--- src/rtl/alu_seq_unit_if.sv ---
// alu_seq_unit_if: start/busy/done handshake, operands and registered results of the sequential ALU
interface alu_seq_unit_if #(
    parameter int WIDTH = 16
);
    logic             start;
    logic [2:0]       op;
    logic             dec;
    logic             c_in;
    logic [WIDTH-1:0] a;
    logic [WIDTH-1:0] b;
    logic             busy;
    logic             done;
    logic [WIDTH-1:0] result;
    logic             c_out;
    logic             v_out;
    logic             n_out;
    logic             z_out;
    logic             bittest_out;
    modport master (
        output start, op, dec, c_in, a, b,
        input  busy, done, result, c_out, v_out, n_out, z_out, bittest_out
    );
    modport slave (
        input  start, op, dec, c_in, a, b,
        output busy, done, result, c_out, v_out, n_out, z_out, bittest_out
    );
endinterface

--- src/rtl/alu_seq_unit.sv ---
// alu_seq_unit: multi-cycle slice-serial ALU with binary/BCD arithmetic and registered flags
module alu_seq_unit #(
    parameter int WIDTH = 16,
    parameter int SLICE = 8
) (
    input  logic          clk,
    input  logic          reset_n,
    alu_seq_unit_if.slave bus
);
    localparam int NSLICE = WIDTH / SLICE;
    localparam int CW = NSLICE > 1 ? $clog2(NSLICE) : 1;
    typedef enum logic [2:0] {
        OP_ORA, OP_AND, OP_EOR, OP_ADC, OP_SBC, OP_ROR, OP_ROL, OP_PSA
    } op_t;
    typedef enum logic {IDLE, RUN} state_t;
    state_t           state, state_nx;
    logic [CW-1:0]    cnt, idx;
    op_t              op_r;
    logic             dec_r, cy, cy_nx, cyt, top3, ad, sb, arith, last, accept;
    logic [WIDTH-1:0] a_r, b_r, result, res_nx;
    logic [SLICE-1:0] xs, ys, ar, sl;
    logic [4:0]       s;
    logic             done_q, c_q, v_q, n_q, z_q, bt_q;
    int               base;
    assign accept = (state == IDLE) && bus.start;
    assign last   = cnt == CW'(NSLICE - 1);
    assign arith  = (op_r == OP_ADC) || (op_r == OP_SBC);
    // Sequencer: idle until an accepted start, then one slice per cycle
    always_comb begin
        state_nx = (state == IDLE) ? (bus.start ? RUN : IDLE) : (last ? IDLE : RUN);
    end
    // State register and slice counter
    always_ff @(posedge clk or negedge reset_n) begin
        if (!reset_n) begin
            state <= IDLE;
            cnt   <= '0;
        end else begin
            state <= state_nx;
            cnt   <= accept ? '0 : (state == RUN ? cnt + 1'b1 : cnt);
        end
    end
    // Slice datapath: ROR walks MSB-first so its carry enters the top of the word
    always_comb begin
        idx  = (op_r == OP_ROR) ? CW'(NSLICE - 1) - cnt : cnt;
        base = int'(idx) * SLICE;
        xs   = a_r[base +: SLICE];
        ys   = b_r[base +: SLICE];
        ar   = '0;
        s    = '0;
        ad   = 1'b0;
        sb   = 1'b0;
        top3 = 1'b0;
        cyt  = cy;
        for (int n = 0; n < SLICE / 4; n++) begin
            s    = {1'b0, xs[4*n +: 4]} + {1'b0, ys[4*n +: 4]} + {4'd0, cyt};
            ad   = dec_r && (op_r == OP_ADC) && (s > 5'd9);
            sb   = dec_r && (op_r == OP_SBC) && !s[4];
            ar[4*n +: 4] = s[3:0] + (ad ? 4'd6 : 4'd0) - (sb ? 4'd6 : 4'd0);
            cyt  = ad | s[4];
            top3 = s[3];
        end
        sl = (op_r == OP_ORA) ? xs | ys :
             (op_r == OP_AND) ? xs & ys :
             (op_r == OP_EOR) ? xs ^ ys :
             arith            ? ar :
             (op_r == OP_ROR) ? {cy, xs[SLICE-1:1]} :
             (op_r == OP_ROL) ? {xs[SLICE-2:0], cy} : xs;
        cy_nx = arith ? cyt : (op_r == OP_ROR) ? xs[0] : (op_r == OP_ROL) ? xs[SLICE-1] : 1'b0;
        res_nx = result;
        res_nx[base +: SLICE] = sl;
    end
    // Operand capture on accept, slice write-back while running, flags on the final slice
    always_ff @(posedge clk or negedge reset_n) begin
        if (!reset_n) begin
            a_r    <= '0;
            b_r    <= '0;
            op_r   <= OP_ORA;
            dec_r  <= 1'b0;
            cy     <= 1'b0;
            result <= '0;
            done_q <= 1'b0;
            c_q    <= 1'b0;
            v_q    <= 1'b0;
            n_q    <= 1'b0;
            z_q    <= 1'b0;
            bt_q   <= 1'b0;
        end else begin
            done_q <= 1'b0;
            if (accept) begin
                a_r   <= bus.a;
                b_r   <= (op_t'(bus.op) == OP_SBC) ? ~bus.b : bus.b;
                op_r  <= op_t'(bus.op);
                dec_r <= bus.dec;
                cy    <= bus.c_in;
            end else if (state == RUN) begin
                result <= res_nx;
                cy     <= cy_nx;
                if (last) begin
                    done_q <= 1'b1;
                    c_q    <= cy_nx;
                    v_q    <= arith && (a_r[WIDTH-1] == b_r[WIDTH-1]) && (a_r[WIDTH-1] != top3);
                    n_q    <= res_nx[WIDTH-1];
                    z_q    <= ~|res_nx;
                    bt_q   <= (op_r == OP_AND) && |res_nx;
                end
            end
        end
    end
    assign bus.busy        = state == RUN;
    assign bus.done        = done_q;
    assign bus.result      = result;
    assign bus.c_out       = c_q;
    assign bus.v_out       = v_q;
    assign bus.n_out       = n_q;
    assign bus.z_out       = z_q;
    assign bus.bittest_out = bt_q;
endmodule

--- src/flat_wrapper.sv ---
// flat-port wrapper written by rule: the top's interface ports become plain ports
module alu_seq_unit_flat 
#(
    parameter int WIDTH = 16,
    parameter int SLICE = 8
)
  (clk, reset_n, bus_start, bus_op, bus_dec, bus_c_in, bus_a, bus_b, bus_busy, bus_done, bus_result, bus_c_out, bus_v_out, bus_n_out, bus_z_out, bus_bittest_out);
  alu_seq_unit_if #(.WIDTH(WIDTH)) bus_i ();
  input  logic clk;
  input  logic reset_n;
  input wire logic [$bits(bus_i.start)-1:0] bus_start;
  input wire logic [$bits(bus_i.op)-1:0] bus_op;
  input wire logic [$bits(bus_i.dec)-1:0] bus_dec;
  input wire logic [$bits(bus_i.c_in)-1:0] bus_c_in;
  input wire logic [$bits(bus_i.a)-1:0] bus_a;
  input wire logic [$bits(bus_i.b)-1:0] bus_b;
  output wire logic [$bits(bus_i.busy)-1:0] bus_busy;
  output wire logic [$bits(bus_i.done)-1:0] bus_done;
  output wire logic [$bits(bus_i.result)-1:0] bus_result;
  output wire logic [$bits(bus_i.c_out)-1:0] bus_c_out;
  output wire logic [$bits(bus_i.v_out)-1:0] bus_v_out;
  output wire logic [$bits(bus_i.n_out)-1:0] bus_n_out;
  output wire logic [$bits(bus_i.z_out)-1:0] bus_z_out;
  output wire logic [$bits(bus_i.bittest_out)-1:0] bus_bittest_out;
  assign bus_i.start = bus_start;
  assign bus_i.op = bus_op;
  assign bus_i.dec = bus_dec;
  assign bus_i.c_in = bus_c_in;
  assign bus_i.a = bus_a;
  assign bus_i.b = bus_b;
  assign bus_busy = bus_i.busy;
  assign bus_done = bus_i.done;
  assign bus_result = bus_i.result;
  assign bus_c_out = bus_i.c_out;
  assign bus_v_out = bus_i.v_out;
  assign bus_n_out = bus_i.n_out;
  assign bus_z_out = bus_i.z_out;
  assign bus_bittest_out = bus_i.bittest_out;
  alu_seq_unit #(.WIDTH(WIDTH), .SLICE(SLICE)) u_core (.clk(clk), .reset_n(reset_n), .bus(bus_i));
endmodule
--- config.mk ---
export PLATFORM = sky130hd
export DESIGN_NAME = alu_seq_unit_flat
export DESIGN_NICKNAME = d
export VERILOG_FILES = /design/src/rtl/alu_seq_unit_if.sv /design/src/rtl/alu_seq_unit.sv /design/src/flat_wrapper.sv
export SDC_FILE = /design/constraint.sdc
export NUM_CORES = 1
export LEC_CHECK = 0
export CORE_ASPECT_RATIO = 0.6
export CORE_UTILIZATION = 60
export CTS_BUF_LIST = sky130_fd_sc_hd__clkbuf_2
export CTS_CLUSTER_DIAMETER = 40
export CTS_CLUSTER_SIZE = 30
export DETAILED_ROUTE_END_ITERATION = 12
export GPL_TIMING_DRIVEN = 1
export PLACE_DENSITY = 0.87
export SYNTH_ARGS = -nofsm -noshare
export SYNTH_HDL_FRONTEND = slang
export SYNTH_SLANG_ARGS = --single-unit
export TNS_END_PERCENT = 5
--- constraint.sdc ---
create_clock -name clk -period 19.04 [get_ports clk]
set_input_delay 4.76 -clock clk [delete_from_list [all_inputs] [get_ports clk]]
set_output_delay 4.76 -clock clk [all_outputs]
set_load 0.01 [all_outputs]
==> impl_results.md <==
* Overall die height at 68.89 microns
* Floorplan Core Area at roughly 6900 sq um
* Class of the most critical setup path: reg -> reg
* Via Count at approximately 3,800
* Ports placed on the boundary at 63
* Worst clock skew at a little over 0.03 ns
* Final-report max-slew violation count at 0
* RSZ-0062 raised after global routing: no
* Latest clock arrival within the worst-skew pair at ~0.5 ns
* Number of antenna cells inserted at 0
* Number of cells produced by synthesis at 465
* First-pass GRT wire length at 18,540 microns
* Gr ovfl total at 0
* Chip width at 113.5 microns
* Worst Max-Slew Pin Slew at 0.9363 ns
* Tcrit/Tclk final at about two fifths
* Antenna-violating nets left at 0
* Crit. End Element: flip-flop
* Top cell types by occurrence after synthesis: sky130_fd_sc_hd__dfrtp_1 (61), sky130_fd_sc_hd__nand2_1 (46), sky130_fd_sc_hd__mux2_2 (38)
* Sort of element at the start of the critical path: flip-flop
* Final weighted congestion in routability-driven placement at around 1
* Clk buf depth at 2
* Unique cell type count in the Yosys netlist at between 60 and 70
* Average footprint of a synthesized cell at roughly 9.6 sq um
* WL met3 at approximately 1300 microns
* Largest net degree at the start of global routing at 62
* Fraction of final layout cells sized beyond drive strength 1 at ~15%
* Number of flops mapped to enable cells by yosys at 0
* Count of hold-fix buffers inserted at cts at 0
* DR WL/cell at 19.03 microns
* Final setup violation count at 0
* Largest fanout on the critical path at 54
* Number of antenna violations at the first check in global routing at 0
* Post-CTS setup repair buffer count at 0
* YS warnings at 0
* TritonCTS buffer count at 9
* Net total in the final layout at between 500 and 600
* Seq/Total Area, Yosys at approximately 34%
* Post-DR vias/cell at 6.158
* Number of gates given a new drive strength after cts at 0
* Placement Rows at 23
* CTS HTree Levels at 3
* Starting utilization of the core area at between 60% and 70%
* Vias in the first global route at 3,471
* Highest routed layer: met4
* Maximum achievable frequency at about 0.14 GHz
* CTS sink cnt at 61
* Reported max-cap violation count at 0
* Yosys top cell by area: sky130_fd_sc_hd__dfrtp_1
* WP data arrival at roughly 7.8 ns
* Detailed-route wire length at around 12,000 microns
* Overall global routing resource usage at 32.16%
* Result of the run: finished clean
* Final Hold Vio Count at 0
* Length of the first detailed-routing pass in iterations at 6
* TritonCTS clock tree: done
* WL met2 at ~5000 microns
* Final HPWL from detailed placement at between 9000 and 10,000 microns
* Worst hold path type: reg -> reg
* Syn Nets at roughly 530
* Count leader, synth: sky130_fd_sc_hd__dfrtp_1
* Final worst path period need at 7.405 ns
* Input/output buffers at 62
* Area of the mapped netlist at 4474 sq um
* Flop and latch count out of synthesis at between 60 and 70
* Die Outline Area at about 7800 sq um
* Setup TNS at 0 ns
* Leading cell types by total area after synthesis: sky130_fd_sc_hd__dfrtp_1 (34%), sky130_fd_sc_hd__mux2_2 (9.6%), sky130_fd_sc_hd__mux2i_1 (5.4%)
* Clock-pin transition on the worst setup and hold timing paths at 0.20 ns
* Post-synthesis async set-or-reset flop share at 100.0%
* Endpoint required time on the critical path at between 15 and 20 ns
* Worst-case headroom to the max-slew limit at a little under two fifths
* Clk Tree Root Cell: sky130_fd_sc_hd__clkbuf_2
* Proportion of netlist area held by the largest area contributor at around 34%
* Met1 wire length at 5425 microns
* Drt initial violations at 456
* Layout overhead on the synthesized area at 16.00%
* Top_reg_cell synth: sky130_fd_sc_hd__dfrtp_1
* Number of DRC violations after detailed routing at 0
layer usage:
layer / track usage, % / vias up
met5: 0 / -
met4: 9.868 / 0
met3: 7.517 / 18
met2: 46.57 / 217
met1: 47.67 / 1830
li1: - / 1747
worst max-delay path, cell delays in order, from the launching register on:
cell	delay (ns)
sky130_fd_sc_hd__dfrtp_1	0.37
sky130_fd_sc_hd__buf_4	0.44
sky130_fd_sc_hd__nand3b_4	0.27
sky130_fd_sc_hd__xor2_2	0.13
sky130_fd_sc_hd__buf_4	0.33
sky130_fd_sc_hd__mux2i_1	0.24
sky130_fd_sc_hd__fa_1	0.51
sky130_fd_sc_hd__fa_1	0.43
sky130_fd_sc_hd__xor2_1	0.26
sky130_fd_sc_hd__nand2_1	0.10
sky130_fd_sc_hd__a21oi_1	0.14
sky130_fd_sc_hd__or2_2	0.17
sky130_fd_sc_hd__nor2b_1	0.16
sky130_fd_sc_hd__fa_1	0.20
sky130_fd_sc_hd__inv_1	0.06
sky130_fd_sc_hd__fa_1	0.40
sky130_fd_sc_hd__a21o_1	0.19
sky130_fd_sc_hd__a21oi_1	0.36
sky130_fd_sc_hd__nand4_1	0.27
sky130_fd_sc_hd__fa_1	0.65
sky130_fd_sc_hd__fa_1	0.45
sky130_fd_sc_hd__nand2_1	0.08
sky130_fd_sc_hd__nand2_1	0.05
sky130_fd_sc_hd__a21oi_1	0.17
sky130_fd_sc_hd__o211ai_1	0.14
sky130_fd_sc_hd__nor4_1	0.39
sky130_fd_sc_hd__nand4_1	0.17
sky130_fd_sc_hd__nor2b_4	0.18
state kept, by name, summed over array words and instances, names as in the netlist:
| register | flops |
|---|---|
| u_core.cy | 1 |
| u_core.a_r | 16 |
| u_core.bus.busy | 1 |
| u_core.bus.done | 1 |
| u_core.dec_r | 1 |
| u_core.bus.z_out | 1 |
| u_core.bus.result | 16 |
| u_core.cnt | 1 |
| u_core.bus.c_out | 1 |
| u_core.bus.n_out | 1 |
| u_core.op_r | 3 |
| u_core.bus.bittest_out | 1 |
| u_core.bus.v_out | 1 |
| u_core.b_r | 16 |
cell families (layout without fill, tap and decap cells):
logic type | after synthesis | in the layout | synth area share, %
buffers and inverters | 56 | 110 | 5.928
flip-flops | 61 | 61 | 34.12
multiplexers | 62 | 62 | 14.93
AND/OR/NAND/NOR | 127 | 127 | 14.60
AO/OA/AOI/OAI | 109 | 109 | 16.14
adder cells (fa/ha/maj) | 26 | 26 | 8.948
XOR/XNOR | 24 | 24 | 5.341
worst paths after layout:
check                                     from                     end  slack [ns]  depth (start not counted)
worst max register to register  u_core.op_r[1]  u_core.bus.bittest_out       11.63                         27
max in group asynchronous              reset_n           u_core.a_r[7]       14.12                          2
min in group asynchronous              reset_n    u_core.bus.result[4]        4.38                          2
worst min-delay path             u_core.b_r[9]           u_core.b_r[9]        0.51                          2
worst max-delay path            u_core.op_r[1]  u_core.bus.bittest_out       11.63                         27
worst min register to register   u_core.b_r[9]           u_core.b_r[9]        0.51                          2
layout by cell type (no fill, tap or decap), types with 3 or more instances in the layout:
| cell | synthesis | layout |
|---|---|---|
| sky130_fd_sc_hd__xnor2_1 | 19 | 19 |
| sky130_fd_sc_hd__dfrtp_1 | 61 | 61 |
| sky130_fd_sc_hd__clkbuf_2 | 0 | 10 |
| sky130_fd_sc_hd__or2_2 | 3 | 3 |
| sky130_fd_sc_hd__a221oi_1 | 3 | 3 |
| sky130_fd_sc_hd__nor3_1 | 8 | 8 |
| sky130_fd_sc_hd__a22oi_1 | 3 | 3 |
| sky130_fd_sc_hd__o221ai_1 | 3 | 3 |
| sky130_fd_sc_hd__nand2b_1 | 12 | 11 |
| sky130_fd_sc_hd__fa_1 | 10 | 10 |
| sky130_fd_sc_hd__ha_1 | 16 | 16 |
| sky130_fd_sc_hd__mux2_2 | 38 | 38 |
| sky130_fd_sc_hd__nor4_1 | 7 | 7 |
| sky130_fd_sc_hd__a21boi_0 | 3 | 3 |
| sky130_fd_sc_hd__o21ai_0 | 33 | 33 |
| sky130_fd_sc_hd__a21oi_1 | 23 | 23 |
| sky130_fd_sc_hd__mux2i_1 | 24 | 24 |
| sky130_fd_sc_hd__o21a_1 | 3 | 3 |
| sky130_fd_sc_hd__nor2_1 | 18 | 18 |
| sky130_fd_sc_hd__a211oi_1 | 5 | 5 |
| sky130_fd_sc_hd__o211ai_1 | 4 | 4 |
| sky130_fd_sc_hd__clkdlybuf4s50_1 | 0 | 61 |
| sky130_fd_sc_hd__a31oi_1 | 4 | 4 |
| sky130_fd_sc_hd__nor2b_1 | 8 | 8 |
| sky130_fd_sc_hd__buf_4 | 3 | 6 |
| sky130_fd_sc_hd__nand3_1 | 9 | 9 |
| sky130_fd_sc_hd__inv_1 | 25 | 25 |
| sky130_fd_sc_hd__clkinv_2 | 0 | 3 |
| sky130_fd_sc_hd__o22ai_1 | 5 | 5 |
| sky130_fd_sc_hd__nand2_1 | 46 | 46 |
per-stage QoR:
stage | setup slack (ns) | hold WS, ns | area, sq um | util [%] | instances
3_3_place_gp | 12.03 | 0.4629 | 5100 | 73.53 | 603
6_report | 11.63 | 0.5149 | 5190 | 74.83 | 619
5_1_grt | 11.02 | 0.5534 | 5190 | 74.83 | 619
4_1_cts | 11.74 | 0.5107 | 5190 | 74.83 | 619
2_1_floorplan | 12.55 | 0.4444 | 4474 | - | 465
3_5_place_dp | 11.80 | 0.4724 | 5100 | 73.53 | 603
layout make-up:
type	count	area (sq um)
clock buffers	10	50.05
clock inverters	6	40.04
fillers	484	1745
inverters	26	97.59
multi-input cells	348	2690
flip-flops and latches	61	1526
well taps	100	125.1
repair buffers	68	660.6
Power is not shown: default switching activity piles up to over one toggle a cycle in this logic, so the estimate is an artifact.
